### config.mk
export PLATFORM = sky130hd
export DESIGN_NAME = operand_b_stage
export DESIGN_NICKNAME = d
export VERILOG_FILES = /design/src/rtl/operand_b_stage.sv
export SDC_FILE = /design/constraint.sdc
export NUM_CORES = 1
export LEC_CHECK = 0
export BUFFER_PORTS_ARGS = -buffer_cell sky130_fd_sc_hd__buf_2
export CORE_MARGIN = 1
export CORE_UTILIZATION = 24
export CTS_BUF_LIST = sky130_fd_sc_hd__clkbuf_8
export DETAILED_ROUTE_END_ITERATION = 16
export GPL_TIMING_DRIVEN = 0
export REMOVE_ABC_BUFFERS = 1
export SKIP_CTS_REPAIR_TIMING = 1
export SLEW_MARGIN = 10
export SYNTH_ARGS = -nofsm -noshare
export SYNTH_HDL_FRONTEND = slang
export SYNTH_SLANG_ARGS = --single-unit
### constraint.sdc
create_clock -name clk -period 2.9 [get_ports clk]
set_input_delay 0.58 -clock clk [delete_from_list [all_inputs] [get_ports clk]]
set_output_delay 0.58 -clock clk [all_outputs]
set_load 0.01 [all_outputs]
### src/rtl/operand_b_stage.sv
// operand_b_stage: registered ALU operand-B select with forwarding, stall refresh and flush
module operand_b_stage #(
  parameter int DATA_W = 16,
  parameter int REG_AW = 4,
  parameter int FWD_N  = 2,
  parameter int CNT_W  = 8
) (
  input  logic                     clk,
  input  logic                     rst,
  input  logic                     id_valid,
  input  logic [15:0]              id_instr,
  input  logic [REG_AW-1:0]        id_ry_addr,
  input  logic [DATA_W-1:0]        id_ry_data,
  input  logic [DATA_W-1:0]        id_imm,
  input  logic [FWD_N-1:0]         fwd_valid,
  input  logic [FWD_N*REG_AW-1:0]  fwd_addr,
  input  logic [FWD_N*DATA_W-1:0]  fwd_data,
  input  logic                     stall,
  input  logic                     flush,
  output logic                     ex_valid,
  output logic [1:0]               ex_selb,
  output logic [DATA_W-1:0]        ex_opb,
  output logic                     ex_fwd_hit,
  output logic [CNT_W-1:0]         fwd_hit_cnt
);
  logic [4:0]        op;
  logic              is_ry, is_imm, id_hit, hold_hit, res_hit;
  logic [1:0]        res_sel;
  logic [DATA_W-1:0] id_fdata, hold_fdata, res_opb;
  logic [REG_AW-1:0] ex_ry_addr;
  logic              unused_bits;
  assign op = id_instr[15:11];
  assign unused_bits = ^id_instr[7:5];
  assign is_ry = (op == 5'b11100 && id_instr[1:0] inside {2'b01, 2'b11}) ||
                 (op == 5'b11101 && id_instr[4:0] inside {5'b01100, 5'b01010, 5'b01011, 5'b01101, 5'b00010}) ||
                 (op == 5'b01111 && id_instr[4:0] == 5'b00000);
  assign is_imm = (op == 5'b00110 && id_instr[1:0] inside {2'b00, 2'b11}) ||
                  (op inside {5'b01000, 5'b01001, 5'b01011, 5'b01101, 5'b10010, 5'b10011, 5'b11010, 5'b11011}) ||
                  (id_instr[15:8] == 8'b01100011);
  // Forward lookup for the ID ry and the held EX ry; scanning downward lets index 0 win
  always_comb begin
    id_hit = 1'b0;
    id_fdata = '0;
    hold_hit = 1'b0;
    hold_fdata = '0;
    for (int i = FWD_N - 1; i >= 0; i--) begin
      if (fwd_valid[i] && fwd_addr[i*REG_AW +: REG_AW] == id_ry_addr) begin
        id_hit = 1'b1;
        id_fdata = fwd_data[i*DATA_W +: DATA_W];
      end
      if (fwd_valid[i] && fwd_addr[i*REG_AW +: REG_AW] == ex_ry_addr) begin
        hold_hit = 1'b1;
        hold_fdata = fwd_data[i*DATA_W +: DATA_W];
      end
    end
  end
  // Resolve class and operand for the instruction in ID
  always_comb begin
    res_sel = is_ry ? 2'b00 : is_imm ? 2'b01 : 2'b10;
    res_hit = is_ry && id_hit;
    res_opb = is_ry ? (id_hit ? id_fdata : id_ry_data) : is_imm ? id_imm : '0;
  end
  // EX register: rst > flush > stall (with ry refresh) > load; bubbles on invalid ID
  always_ff @(posedge clk) begin
    if (rst) begin
      ex_valid <= 1'b0;
      ex_selb <= 2'b10;
      ex_opb <= '0;
      ex_fwd_hit <= 1'b0;
      ex_ry_addr <= '0;
      fwd_hit_cnt <= '0;
    end else if (flush || (!stall && !id_valid)) begin
      ex_valid <= 1'b0;
      ex_selb <= 2'b10;
      ex_opb <= '0;
      ex_fwd_hit <= 1'b0;
    end else if (stall) begin
      if (ex_valid && ex_selb == 2'b00 && hold_hit) begin
        ex_opb <= hold_fdata;
        ex_fwd_hit <= 1'b1;
      end
    end else begin
      ex_valid <= 1'b1;
      ex_selb <= res_sel;
      ex_opb <= res_opb;
      ex_fwd_hit <= res_hit;
      ex_ry_addr <= id_ry_addr;
      if (res_hit && fwd_hit_cnt != '1) fwd_hit_cnt <= fwd_hit_cnt + CNT_W'(1);
    end
  end
endmodule

==> run metrics, run 1 <==
dpl hpwl 6700 um; Layout Skew 2.78 ps; syn_area_per_cell 8.02 um2; leakage power 1.45 nW; Mapped Cells 324; Die Wd 106 um; fin. max-slew vios 0; gpl congestion 0.808; Comb pwr share 0.224; synth unique cells 53; final setup vio count 0; Setup WS pre-CTS -962 ps; clk_lat worst skew 280 ps; Vias/cell 5.18; Initial Util 0.249; P&R area growth vs syn 30.8%; hold crit path type flop to flop; Layout Nets 535; RSZ-0062 raised after global routing no; CTS root buf clkbuf_8; pwr/cell area 321 nW/um2; reported net switching power 334 uW; cts bufs inserted 5; Rel. slew slack 0.447; # port buffers 123; clk sinks 32; Slew @ Worst Pin 829 ps; max frequency 374 MHz; Synth Cell Area 2600 um2; final hold vios 0; Worst setup EP type flop; IO Pins 127; number of enable flip-flop cells after synthesis 0; Switching Fraction 0.306; die area 11200 um2; YS warnings 0; DRC errors left 0; antenna violations before repair 0; post-DR wirelength/cell 16.1 um; Antenna Nets Post-Route 0; asr flop ratio synth 0; global route overflow 0; number of diodes 0; chip height 106 um; crit-path max FO 21; Final min period 2670 ps; GRT Total Usage 0.164; CP startpoint kind input port; CTS H-tree lvls 2; maximum VDD drop 0.000187 V; clock power share 0.363; 1st-iter DRT viols 177; Internal Power 757 uW; Worst-path clk slew 70 ps; row count 37; vias in the first global route 2983; Critical Path AT 2850 ps; DR vias 2939; Largest delay share family, worst path simple AND/OR/NAND/NOR gates; first-pass GRT wire length 14600 um; Worst Path Required 3070 ps; WP buf/inv 1; crit path kind input port to flop; first-pass iteration count of the detailed router 5; layout cells sized above 1 0.348; largest net degree at the start of global routing 38; Reg power frac 0.413; setup_tns 0 ps; Yosys reg bits 32; critical-path cell list buf_2, xor2_1, nor3_1, nand3_2, a211oi_2, nand3_1, mux2_1; Core ar. 10400 um2; period utilisation layout 0.922; status complete, no violations; Routed WL 9140 um; max cap viols 0; max incr delay on CP 660 ps; sequential-to-total area share from yosys stat 0.247; number of fill cells 1132; CTS tree yes; FF-to-FF setup slack 290 ps; Worst path slowest cell nand3_2; Top FF cell, synth dfxtp_1; final worst slack 227 ps; CTS Buffer Depth 2
[synthesized netlist by cell type, types with 5 or more instances]
| cell type | number | area [um2] |
|---|---|---|
| a211o_1 | 16 | 140 |
| a21oi_1 | 11 | 55.1 |
| a31oi_1 | 13 | 81.3 |
| clkbuf_1 | 16 | 60.1 |
| dfxtp_1 | 32 | 641 |
| ha_1 | 5 | 62.6 |
| inv_1 | 11 | 41.3 |
| mux2i_1 | 24 | 240 |
| nand2_1 | 21 | 78.8 |
| nand2b_1 | 5 | 31.3 |
| nand3_1 | 20 | 100 |
| nand4_1 | 16 | 100 |
| nor2_1 | 28 | 105 |
| o2111ai_1 | 14 | 123 |
| o211ai_1 | 12 | 90.1 |
| o21ai_0 | 5 | 25.0 |
| xnor2_1 | 10 | 87.6 |
| xor2_1 | 9 | 78.8 |
[routing by layer]
layer	share of wire	global-route usage	up-vias
met2	0.48	0.292	110
met5	0	0	-
li1	-	-	1440
met3	0.060	0.0307	14
met4	0.014	0.0526	0
met1	0.44	0.197	1375
[flip-flops by register name, indices dropped and copies added (netlist names)]
register	count
fwd_hit_cnt	8
ex_selb	2
ex_valid	1
ex_ry_addr	4
ex_fwd_hit	1
ex_opb	16
[placed cells by master, fill, tap and decap left out, types with 12 or more instances in the layout]
cell | netlist | routed
nand3_1 | 20 | 18
mux2i_1 | 24 | 24
o211ai_1 | 12 | 12
buf_2 | 4 | 123
nand2_1 | 21 | 21
a211o_1 | 16 | 16
nor2_1 | 28 | 27
a31oi_1 | 13 | 13
o2111ai_1 | 14 | 14
dfxtp_1 | 32 | 32
nand4_1 | 16 | 16
[worst reg2reg max path, cell delays in order, from the launching register on]
cell	delay (ps)
dfxtp_1	340
xor2_1	190
nor3_4	580
a22o_2	470
and2_2	440
a31oi_1	140
o311a_1	340
[power groups by stage]
stage | logic, mW | registers, mW | clock network [mW]
2_1_floorplan | 0.105 | 0.462 | 0
3_3_place_gp | 0.235 | 0.460 | 0
3_5_place_dp | 0.242 | 0.461 | 0
4_1_cts | 0.244 | 0.450 | 0.410
5_1_grt | 0.270 | 0.451 | 0.428
6_report | 0.244 | 0.450 | 0.396
[layout make-up]
type                    count  area (um2)  area share
clock buffers               7        96.3      0.0284
inverters                  11        41.3      0.0122
multi-input cells         256        1810       0.533
flip-flops and latches     32         641       0.189
well taps                 136         170      0.0501
repair buffers            125         638       0.188
[path summary, 6_finish.rpt]
path,start,to,cells past startpoint
max,id_ry_addr[2],fwd_hit_cnt[5],7
min,ex_selb[0],ex_selb[0],2
max reg2reg,ex_ry_addr[2],ex_opb[5],6
min reg2reg,ex_selb[0],ex_selb[0],2
[metrics by stage]
| step | cells | hold slack [ps] | util | total power [mW] | cell area (um2) |
|---|---|---|---|---|---|
| after global routing | 567 | 528 | 0.326 | 1.15 | 3400 |
| final | 567 | 490 | 0.326 | 1.09 | 3400 |
| after detailed placement | 560 | 476 | 0.316 | 0.703 | 3290 |
| after CTS | 567 | 489 | 0.325 | 1.10 | 3380 |
| after floorplan | 299 | 493 | - | 0.567 | 2460 |
| after global placement | 558 | 468 | 0.312 | 0.696 | 3250 |
[cell families after synthesis]
kind of cell | count (synthesis) | synth area share
xor+xnor | 19 | 0.0641
buf+inv | 36 | 0.0684
compound gates | 88 | 0.259
fa+ha+maj | 5 | 0.0241
simple gates | 119 | 0.241
mux | 25 | 0.0968
flops | 32 | 0.247
No activity file was read; power rests on OpenSTA's default activity.
==> run 2, diff against run 1 <==
Settings changed: CORE_UTILIZATION 24 to 34.
==> run metrics, run 2 (same netlist as run 1, synthesis figures left out) <==
Critical path origin id_ry_addr[2] (unchanged); multi-input logic area 1810 um2 (about the same); row count 31 (was 37); CTS tree yes (unchanged); vias in the first global route 2684 (was 2983); max cap viols 0 (unchanged); Worst setup EP type flop (unchanged); register area 641 um2 (unchanged); Rel. slew slack 0.327 (was 0.447); final hold vios 0 (unchanged); maximum VDD drop 0.000144 V (was 0.000187 V); critical path endpoint fwd_hit_cnt[5] (unchanged); max frequency 377 MHz (was 374 MHz); Die Wd 89.4 um (was 106 um); number of fill cells 762 (was 1132); Setup WS pre-CTS -785 ps (was -962 ps); cts bufs inserted 5 (unchanged); Worst path slowest cell nand3_2 (unchanged); chip height 89.4 um (was 106 um); pwr/cell area 320 nW/um2 (was 321 nW/um2); leakage power 1.44 nW (was 1.45 nW); die area 7990 um2 (was 11200 um2); Core ar. 7330 um2 (was 10400 um2); final setup vio count 0 (unchanged); crit path kind input port to flop (unchanged); first-pass GRT wire length 12800 um (was 14600 um); DR vias 2927 (was 2939); 1st-iter DRT viols 111 (was 177); Worst Path Required 3080 ps (was 3070 ps); Hold WS 475 ps (was 490 ps); Layout Skew 13.3 ps (was 2.78 ps); Slew @ Worst Pin 1010 ps (was 829 ps); Layout Nets 534 (was 535); Vias/cell 5.52 (was 5.18); largest net degree at the start of global routing 38 (unchanged); final worst slack 244 ps (was 227 ps); most frequent cells in the layout buf_2, dfxtp_1, nor2_1 (unchanged); max reg flops 16 (unchanged); min-delay src ex_valid (was ex_selb[0]); post-DR wirelength/cell 15.8 um (was 16.1 um); GRT Total Usage 0.208 (was 0.164); Worst R2R Path Depth 6 (unchanged); Layout Cells excl Fill 530 (was 567); Overall Power 1.07 mW (was 1.09 mW); status complete, no violations (unchanged); IO Pins 127 (unchanged); DRC errors left 0 (unchanged); Final min period 2660 ps (was 2670 ps); CTS root buf clkbuf_8 (unchanged); gpl congestion 0.761 (was 0.808); Largest regs ex_opb: 16 flops, fwd_hit_cnt: 8 flops, ex_ry_addr: 4 flops (unchanged); layout cells sized above 1 0.343 (was 0.348); period utilisation layout 0.916 (was 0.922); most common cell after layout, fill and taps aside buf_2 (unchanged); Initial Util 0.354 (was 0.249); fin. max-slew vios 0 (unchanged); Antenna Nets Post-Route 0 (unchanged); number of diodes 0 (unchanged); CP startpoint kind input port (unchanged); first-pass iteration count of the detailed router 4 (was 5); antenna violations before repair 0 (unchanged); CTS Buffer Depth 2 (unchanged); global route overflow 0 (unchanged); CTS H-tree lvls 2 (unchanged); critical-path cell list buf_2, xor2_1, nor3_1, nand3_2, a211oi_2, nand3_1, mux2_1 (unchanged); Biggest register ex_opb (unchanged); Routed WL 8350 um (was 9140 um); RSZ-0062 raised after global routing no (unchanged); placed cell count 522 (was 560); max incr delay on CP 630 ps (was 660 ps); Critical Path AT 2840 ps (was 2850 ps); Worst-path clk slew 80 ps (was 70 ps); clk_lat worst skew 300 ps (was 280 ps); FF-to-FF setup slack 380 ps (was 290 ps); # port buffers 123 (unchanged); dpl hpwl 6010 um (was 6700 um); worst r2r dst ex_opb[5] (unchanged); P&R area growth vs syn 28.3% (was 30.8%); RR Startpoint ex_ry_addr[0] (was ex_ry_addr[2]); crit-path max FO 21 (unchanged); clk sinks 32 (unchanged); hold crit path type flop to flop (unchanged)
## run 2: metrics by stage
stage | TNS [ps] | instance area, um2 | utilization
2_1_floorplan | 0 | 2460 | -
3_3_place_gp | -11200 | 3200 | 0.437
3_5_place_dp | -8110 | 3230 | 0.440
4_1_cts | -3460 | 3320 | 0.453
5_1_grt | 0 | 3330 | 0.455
6_report | 0 | 3330 | 0.455
## run 2: how the worst min path moves through the flow
| stage | to | cells past startpoint |
|---|---|---|
| finish | ex_valid | 1 |
| global route | ex_valid | 1 |
| detailed placement | ex_valid | 1 |
| CTS | ex_valid | 1 |
| floorplan | ex_selb[0] | 2 |
| global placement | ex_valid | 1 |
## run 2: cell type report
class	instances	area share
clock inverter	2	0.00338
timing repair buffer	124	0.187
sequential	32	0.192
tap	99	0.0372
clock buffer	6	0.0248
multi-input combinational	256	0.543
inverter	11	0.0124
## run 2: routing by layer
metal	up-vias	global-route usage	share of wire
met1	1386	0.260	0.44
met3	9	0.0360	0.056
li1	1438	-	-
met2	94	0.364	0.49
met4	0	0.0635	0.013
met5	-	0	0
## run 2: power by group
part	switching [mW]	total, mW	leakage, nW	internal [mW]
Combinational	0.139	0.238	1.13	0.0981
Sequential	0.00468	0.450	0.259	0.446
Clock	0.188	0.377	0.0486	0.190
## run 2: worst max-delay path, delay by kind of cell
| family | cells | cell delay [ps] |
|---|---|---|
| AO/OA/AOI/OAI | 1 | 620 |
| AND/OR/NAND/NOR | 3 | 1020 |
| multiplexers | 1 | 330 |
| buffers and inverters | 1 | 120 |
| XOR/XNOR | 1 | 150 |
